===== src/rtl/pipe_ctrl_pkg.sv =====
// Shared types and constants for the ID-stage hazard controller.
// MUL/DIV sequencer states, forward-select codes, register r0 helper.
package pipe_ctrl_pkg;

  typedef enum logic [1:0] {
    IDLE = 2'd0,
    BUSY = 2'd1,
    DONE = 2'd2
  } md_state_e;

  localparam logic [1:0] FWD_RF     = 2'b00;
  localparam logic [1:0] FWD_EXALU  = 2'b01;
  localparam logic [1:0] FWD_MEMALU = 2'b10;
  localparam logic [1:0] FWD_MEMLD  = 2'b11;

  localparam logic [4:0] REG_ZERO = 5'd0;

  // Later-stage writer of src, ignoring r0.
  function automatic logic reg_hit(
    input logic       wr,
    input logic [4:0] dst,
    input logic [4:0] src
  );
    return wr && (dst != REG_ZERO) && (dst == src);
  endfunction

endpackage


===== src/rtl/md_seq.sv =====
// MUL/DIV busy sequencer: IDLE/BUSY/DONE FSM plus down-counter.
// Ports: clock, resetn, start_ok in; md_busy, md_done registered out.
module md_seq
  import pipe_ctrl_pkg::*;
#(
  parameter int MD_CYCLES = 32
) (
  input  logic clock,
  input  logic resetn,
  input  logic start_ok,
  output logic md_busy,
  output logic md_done
);

  localparam logic [7:0] RELOAD = 8'(MD_CYCLES - 2);

  md_state_e  state_q, state_d;
  logic [7:0] cnt_q, cnt_d;
  logic       busy_q, busy_d;
  logic       done_q, done_d;

  always_comb begin
    state_d = state_q;
    cnt_d   = cnt_q;
    unique case (state_q)
      IDLE: begin
        if (start_ok) begin
          state_d = BUSY;
          cnt_d   = RELOAD;
        end
      end
      BUSY: begin
        if (cnt_q == 8'd0) begin
          state_d = DONE;
        end else begin
          cnt_d = cnt_q - 8'd1;
        end
      end
      DONE: begin
        // Back-to-back launch: DONE is the last busy cycle.
        if (start_ok) begin
          state_d = BUSY;
          cnt_d   = RELOAD;
        end else begin
          state_d = IDLE;
        end
      end
      default: begin
        state_d = IDLE;
        cnt_d   = 8'd0;
      end
    endcase
    busy_d = (state_d != IDLE);
    done_d = (state_d == DONE);
  end

  always_ff @(posedge clock or negedge resetn) begin
    if (!resetn) begin
      state_q <= IDLE;
      cnt_q   <= 8'd0;
      busy_q  <= 1'b0;
      done_q  <= 1'b0;
    end else begin
      state_q <= state_d;
      cnt_q   <= cnt_d;
      busy_q  <= busy_d;
      done_q  <= done_d;
    end
  end

  assign md_busy = busy_q;
  assign md_done = done_q;

endmodule


===== src/rtl/pipe_hazard_ctrl.sv =====
// ID-stage hazard/stall/flush control, forwarding select, stall counter.
// Ports: see header list; optional forwarding via macro PIPE_FWD_EN.
module pipe_hazard_ctrl
  import pipe_ctrl_pkg::*;
#(
  parameter int MD_CYCLES = 32,
  parameter int CNT_W     = 16
) (
  input  logic             clock,
  input  logic             resetn,
  input  logic [4:0]       rs,
  input  logic [4:0]       rt,
  input  logic             use_rs,
  input  logic             use_rt,
  input  logic [4:0]       ern,
  input  logic [4:0]       mrn,
  input  logic             ewreg,
  input  logic             em2reg,
  input  logic             mwreg,
  input  logic             mm2reg,
  input  logic             br_taken,
  input  logic             md_start,
  input  logic             md_use,
  output logic             wpcir,
  output logic             if_flush,
  output logic             md_busy,
  output logic             md_done,
  output logic [1:0]       fwda,
  output logic [1:0]       fwdb,
  output logic [CNT_W-1:0] stall_cnt
);

  logic haz_e;
  logic data_haz;
  logic md_haz;
  logic stall;
  logic start_ok;
  logic [1:0] fwda_d, fwdb_d;
  logic [CNT_W-1:0] stall_cnt_q, stall_cnt_d;

  assign haz_e = (use_rs && reg_hit(ewreg, ern, rs))
              || (use_rt && reg_hit(ewreg, ern, rt));

`ifdef PIPE_FWD_EN
  assign data_haz = haz_e && em2reg;

  // EX load data is not ready yet, so it falls through to MEM.
  always_comb begin
    fwda_d = FWD_RF;
    fwdb_d = FWD_RF;
    if (resetn) begin
      priority case (1'b1)
        reg_hit(ewreg, ern, rs) && !em2reg: fwda_d = FWD_EXALU;
        reg_hit(mwreg, mrn, rs):
          fwda_d = mm2reg ? FWD_MEMLD : FWD_MEMALU;
        default: fwda_d = FWD_RF;
      endcase
      priority case (1'b1)
        reg_hit(ewreg, ern, rt) && !em2reg: fwdb_d = FWD_EXALU;
        reg_hit(mwreg, mrn, rt):
          fwdb_d = mm2reg ? FWD_MEMLD : FWD_MEMALU;
        default: fwdb_d = FWD_RF;
      endcase
    end
  end
`else
  logic haz_m;
  logic unused_ld;

  assign haz_m = (use_rs && reg_hit(mwreg, mrn, rs))
              || (use_rt && reg_hit(mwreg, mrn, rt));
  assign data_haz  = haz_e || haz_m;
  assign fwda_d    = FWD_RF;
  assign fwdb_d    = FWD_RF;
  assign unused_ld = ^{em2reg, mm2reg};
`endif

  assign md_haz = (md_start || md_use) && md_busy && !md_done;

  // Outputs read idle while reset is held, whatever ID presents.
  assign stall    = resetn && (data_haz || md_haz);
  assign wpcir    = !stall;
  assign if_flush = resetn && br_taken && !stall;
  assign start_ok = md_start && !stall && !br_taken;
  assign fwda     = fwda_d;
  assign fwdb     = fwdb_d;

  md_seq #(
    .MD_CYCLES(MD_CYCLES)
  ) u_md_seq (
    .clock   (clock),
    .resetn  (resetn),
    .start_ok(start_ok),
    .md_busy (md_busy),
    .md_done (md_done)
  );

  always_comb begin
    stall_cnt_d = stall_cnt_q;
    if (stall && (stall_cnt_q != '1)) begin
      stall_cnt_d = stall_cnt_q + 1'b1;
    end
  end

  always_ff @(posedge clock or negedge resetn) begin
    if (!resetn) begin
      stall_cnt_q <= '0;
    end else begin
      stall_cnt_q <= stall_cnt_d;
    end
  end

  assign stall_cnt = stall_cnt_q;

endmodule


===== config.mk =====
export PLATFORM = sky130hd
export DESIGN_NAME = pipe_hazard_ctrl
export DESIGN_NICKNAME = d
export VERILOG_FILES = /design/src/rtl/pipe_ctrl_pkg.sv /design/src/rtl/md_seq.sv /design/src/rtl/pipe_hazard_ctrl.sv
export SDC_FILE = /design/constraint.sdc
export NUM_CORES = 1
export LEC_CHECK = 0
export ABC_AREA = 0
export CAP_MARGIN = 10
export CELL_PAD_IN_SITES_DETAIL_PLACEMENT = 1
export CELL_PAD_IN_SITES_GLOBAL_PLACEMENT = 1
export CORE_MARGIN = 5
export CORE_UTILIZATION = 35
export DETAILED_ROUTE_END_ITERATION = 6
export PLACE_DENSITY = 0.88
export SETUP_SLACK_MARGIN = 0.05
export SLEW_MARGIN = 20
export SYNTH_ARGS = -nofsm -noshare
export SYNTH_HDL_FRONTEND = slang
export SYNTH_HIERARCHICAL = 1
export SYNTH_SLANG_ARGS = --single-unit

===== constraint.sdc =====
create_clock -name clock -period 2.8 [get_ports clock]
set_input_delay 0.56 -clock clock [delete_from_list [all_inputs] [get_ports clock]]
set_output_delay 0.56 -clock clock [all_outputs]
set_load 0.05 [all_outputs]

==> flow_summary.html <==
<table>
<tr><th>Metric</th><th>Value</th></tr>
<tr><th colspan="2">Cells and area</th></tr>
<tr><td>Share of layout cells above drive strength 1</td><td>approximately 15%</td></tr>
<tr><td>Final cell utilization of the core</td><td>about half</td></tr>
<tr><td>Antenna cells</td><td>0</td></tr>
<tr><td>Final net count</td><td>278</td></tr>
<tr><td>Syn-to-layout area delta</td><td>40.8%</td></tr>
<tr><th colspan="2">STA</th></tr>
<tr><td>Setup repair after global routing missed its margin</td><td>no</td></tr>
<tr><td>Final-report setup violation count</td><td>0</td></tr>
<tr><td>Clock skew</td><td>slightly below 0.006 ns</td></tr>
<tr><td>Worst-case setup margin in the final layout</td><td>0.138 ns</td></tr>
<tr><td>Time the final worst path needs with I/O delays and setup</td><td>2.66 ns</td></tr>
<tr><td>Hold Worst Slack</td><td>slightly above 0.5 ns</td></tr>
<tr><td>Final cycle utilization of the critical path</td><td>a little over nine tenths</td></tr>
<tr><td>Max-slew violation total from the final report</td><td>0</td></tr>
<tr><td>Number of failing hold endpoints at the final stage</td><td>0</td></tr>
<tr><td>Normalized max-slew margin</td><td>about two thirds</td></tr>
<tr><td>FMAX</td><td>376 MHz</td></tr>
<tr><td>Actual slew at the worst max-slew pin</td><td>between 0.5 and 0.6 ns</td></tr>
<tr><th colspan="2">Clocking</th></tr>
<tr><td>Cell chosen for the clock root</td><td>sky130_fd_sc_hd__clkbuf_8</td></tr>
<tr><td>Clock input transition at the sequential cells of the worst setup and hold paths</td><td>roughly 0.10 ns</td></tr>
<tr><td>CTS HTree Levels</td><td>1</td></tr>
<tr><td>Number of buffers created by CTS</td><td>3</td></tr>
<tr><td>Setup fix buffers added after clock tree synthesis</td><td>0</td></tr>
<tr><td>Clock Latency Late Sink</td><td>0.28 ns</td></tr>
<tr><td>Clk sinks</td><td>28</td></tr>
<tr><td>TritonCTS clock tree</td><td>done</td></tr>
<tr><td>Max clock buf depth</td><td>2</td></tr>
<tr><th colspan="2">Global route</th></tr>
<tr><td>Number of antenna violations at the first check in global routing</td><td>0</td></tr>
<tr><td>Global-route wire length before repair</td><td>8890 um</td></tr>
<tr><td>Overall fraction of global-route tracks in use</td><td>around 17%</td></tr>
<tr><td>Pin count of the biggest net entering global routing</td><td>27</td></tr>
<tr><td>Grt total ovfl</td><td>0</td></tr>
<tr><td>Vias in the first global route</td><td>~1,800</td></tr>
<tr><th colspan="2">Synthesis</th></tr>
<tr><td>Top flip-flop cell by instance count after synthesis</td><td>sky130_fd_sc_hd__dfrtp_1</td></tr>
<tr><td>Cell Area, Synth</td><td>about 0.0018 mm2</td></tr>
<tr><td>Average cell area after synthesis</td><td>around 9.7 um2</td></tr>
<tr><td>Number of flops mapped to enable cells by yosys</td><td>0</td></tr>
<tr><td>Most frequently used cell type in the post-synthesis netlist</td><td>sky130_fd_sc_hd__dfrtp_1</td></tr>
<tr><td>Synthesized netlist cell count</td><td>183</td></tr>
<tr><td>Mux share of post-synthesis cell area</td><td>approximately 2.1%</td></tr>
<tr><td>Area share of and/or/nand/nor cells after synthesis</td><td>a little over a quarter</td></tr>
<tr><td>Synthesized-area fraction occupied by ao, oa, aoi and oai cells</td><td>10.1%</td></tr>
<tr><td>Library cell with the largest summed area after synthesis</td><td>sky130_fd_sc_hd__dfrtp_1</td></tr>
<tr><td>Part of the Yosys area used for sequential elements</td><td>~40%</td></tr>
<tr><td>Ys Warns</td><td>6</td></tr>
<tr><td>Fraction of synthesized cell area taken by the top area cell type</td><td>around two fifths</td></tr>
<tr><td>Yosys cell types</td><td>between 40 and 50</td></tr>
<tr><td>Xor-xnor portion of the synthesized cell area</td><td>between 10% and 20%</td></tr>
<tr><td>Most frequent cells after synthesis</td><td>28 x sky130_fd_sc_hd__dfrtp_1, 21 x sky130_fd_sc_hd__xnor2_1, 19 x sky130_fd_sc_hd__nand2_1, 13 x sky130_fd_sc_hd__xor2_1, 12 x sky130_fd_sc_hd__nor2_1</td></tr>
<tr><td>Largest family of logic cells by synthesized area</td><td>simple AND/OR/NAND/NOR gates</td></tr>
<tr><td>Share of synthesized cell area in full adder, half adder and majority cells</td><td>~2.1%</td></tr>
<tr><td>Largest cells by area after synthesis</td><td>sky130_fd_sc_hd__dfrtp_1 39%, sky130_fd_sc_hd__xnor2_1 10%, sky130_fd_sc_hd__xor2_1 6.4%</td></tr>
<tr><td>Asr flop ratio synth</td><td>between 90% and 100%</td></tr>
<tr><td>Post-synthesis register bit count</td><td>28</td></tr>
<tr><th colspan="2">Floorplanning</th></tr>
<tr><td>Starting utilization of the core area</td><td>35.5%</td></tr>
<tr><td>Number of core rows</td><td>26</td></tr>
<tr><td>Die span in y</td><td>between 80 and 90 um</td></tr>
<tr><td>Horizontal extent of the die</td><td>between 80 and 90 um</td></tr>
<tr><td>Floorplan die area</td><td>between 0.006 and 0.007 mm2</td></tr>
<tr><td>Total I/O pin count</td><td>55</td></tr>
<tr><td>Std-Cell Core Area</td><td>between 0.005 and 0.006 mm2</td></tr>
<tr><th colspan="2">Placement</th></tr>
<tr><td>Hpwl dp</td><td>4170 um</td></tr>
<tr><td>Routability congestion estimate from global placement</td><td>between 0.7 and 0.8</td></tr>
<tr><td>Setup slack after placement</td><td>-0.277 ns</td></tr>
<tr><td>Port Buf Inserts</td><td>between 40 and 50</td></tr>
<tr><th colspan="2">Detailed routing</th></tr>
<tr><td>Met1 routed wirelength after detailed routing</td><td>between 2000 and 2500 um</td></tr>
<tr><td>Total Routed Length</td><td>around 5400 um</td></tr>
<tr><td>Number of antenna-violating nets in the routed design</td><td>0</td></tr>
<tr><td>Via count</td><td>between 1,500 and 2,000</td></tr>
<tr><td>Mean number of vias per cell</td><td>5.23</td></tr>
<tr><td>Uppermost routed layer</td><td>met4</td></tr>
<tr><td>Total iterations of the first detailed-routing run</td><td>4</td></tr>
<tr><td>Initial detailed-routing violation count</td><td>50</td></tr>
<tr><td>DRC errors left</td><td>0</td></tr>
<tr><td>Routed len/inst</td><td>roughly 17 um</td></tr>
<tr><td>Sum of met3 wire segment lengths after detailed routing</td><td>roughly 230 um</td></tr>
<tr><td>Routed length on met2</td><td>2860 um</td></tr>
<tr><th colspan="2">Pwr</th></tr>
<tr><td>PD cells</td><td>around 520 mW/mm2</td></tr>
<tr><td>VDD IR-drop max</td><td>about 460 uV</td></tr>
<tr><td>Total leakage power</td><td>1.08 nW</td></tr>
<tr><th colspan="2">Outcome</th></tr>
<tr><td>Status</td><td>completed</td></tr>
<tr><th colspan="2">Worst setup path</th></tr>
<tr><td>Critical Path RT</td><td>2.24 ns</td></tr>
<tr><td>Worst Path Class, Setup</td><td>input pin to output pin</td></tr>
<tr><td>Highest net fanout along the worst path</td><td>3</td></tr>
<tr><td>Worst path arrival time</td><td>approximately 2.1 ns</td></tr>
<tr><td>Critical path startpoint category</td><td>input pin</td></tr>
<tr><td>Crit end category</td><td>output pin</td></tr>
<tr><th colspan="2">Hold path</th></tr>
<tr><td>HP Class</td><td>register to register</td></tr>
<tr><th colspan="2">Flow run</th></tr>
<tr><td>Max capacitance violation total</td><td>0</td></tr>
</table>
==> worst max-delay path, cell delays in order <==
cell and delay [ns]:
sky130_fd_sc_hd__clkdlybuf4s15_1 0.19, sky130_fd_sc_hd__or4_4 0.48, sky130_fd_sc_hd__o21a_1 0.21, sky130_fd_sc_hd__a221oi_4 0.29, sky130_fd_sc_hd__and3_4 0.24, sky130_fd_sc_hd__buf_12 0.13
==> cell usage in the layout (no fill, tap or decap), types with 3 or more instances in the layout <==
master,n
sky130_fd_sc_hd__nand2_1,19
sky130_fd_sc_hd__dlymetal6s2s_1,3
sky130_fd_sc_hd__dlygate4sd2_1,4
sky130_fd_sc_hd__ha_1,3
sky130_fd_sc_hd__o31ai_1,5
sky130_fd_sc_hd__clkbuf_8,3
sky130_fd_sc_hd__dfrtp_1,28
sky130_fd_sc_hd__nor2b_1,3
sky130_fd_sc_hd__nand4_1,6
sky130_fd_sc_hd__buf_4,12
sky130_fd_sc_hd__nor2_1,12
sky130_fd_sc_hd__nand3_1,9
sky130_fd_sc_hd__conb_1,4
sky130_fd_sc_hd__nor3_1,7
sky130_fd_sc_hd__nor4_1,6
sky130_fd_sc_hd__buf_2,4
sky130_fd_sc_hd__and3_1,3
sky130_fd_sc_hd__clkdlybuf4s50_1,33
sky130_fd_sc_hd__nand2b_1,3
sky130_fd_sc_hd__o21ai_0,3
sky130_fd_sc_hd__xor2_1,13
sky130_fd_sc_hd__xnor2_1,20
==> routing by layer <==
metal / GRT usage, % / vias up
met3: 2.22 / 10
met5: 0 / -
met1: 19.9 / 807
met2: 32.5 / 53
li1: - / 766
met4: 6.93 / 0
==> layout make-up <==
cell class	instances	area, um2
fillers	593	2510
flip-flops and latches	28	701
inverters	2	7.51
clock inverters	1	30.0
clock buffers	3	41.3
well taps	70	87.6
multi-input cells	149	1070
repair buffers	60	568
==> stage by stage <==
| stage | instance area, um2 | total power [mW] | setup TNS (ns) | instances |
|---|---|---|---|---|
| floorplan | 1800 | 0.797 | -0.0147 | 186 |
| global placement | 2430 | 0.989 | -1.23 | 310 |
| detailed placement | 2430 | 1.00 | -1.62 | 310 |
| CTS | 2500 | 1.33 | 0 | 314 |
| global route | 2500 | 1.38 | 0 | 313 |
| finish | 2500 | 1.31 | 0 | 313 |
==> final timing paths <==
path / start / to / slack [ns] / cells past startpoint
max in group asynchronous: resetn / u_md_seq/state_q[1] / 1.56 / 2
worst max-delay path: mrn[3] / if_flush / 0.14 / 6
worst max register to register: stall_cnt[0] / stall_cnt[1] / 0.68 / 6
worst min register to register: stall_cnt[11] / stall_cnt[11] / 0.52 / 1
min in group asynchronous: resetn / stall_cnt[15] / 0.56 / 1
worst min-delay path: stall_cnt[11] / stall_cnt[11] / 0.52 / 1
==> sequential cells by signal (all words and copies together), names as in the netlist <==
| name | cells |
|---|---|
| u_md_seq/md_done | 1 |
| u_md_seq/md_busy | 1 |
| u_md_seq/cnt_q | 8 |
| u_md_seq/state_q | 2 |
| stall_cnt | 16 |
==> cell families (layout without fill, tap and decap cells) <==
logic type | count (synthesis) | after routing
buffers and inverters | 9 | 66
adder cells (fa/ha/maj) | 3 | 3
AO/OA/AOI/OAI | 23 | 23
multiplexers | 3 | 3
AND/OR/NAND/NOR | 82 | 82
other | 1 | 4
flip-flops | 28 | 28
XOR/XNOR | 34 | 34
==> repair_timing <==
item | 4_1_cts | 5_1_grt
cloned | 0 | 0
gates resized for setup | 26 | 8
hold buffers | 0 | 0
pin swaps | 5 | 5
endpoints found under the setup margin | 3 | 2
==> report_power, final <==
| part | internal (mW) | switching (mW) | total, mW |
|---|---|---|---|
| Combinational | 0.188 | 0.292 | 0.480 |
| Clock | 0.192 | 0.131 | 0.323 |
| Sequential | 0.449 | 0.0596 | 0.509 |
| Total | 0.829 | 0.483 | 1.31 |
Note: power is estimated with default switching activity, not from simulation.
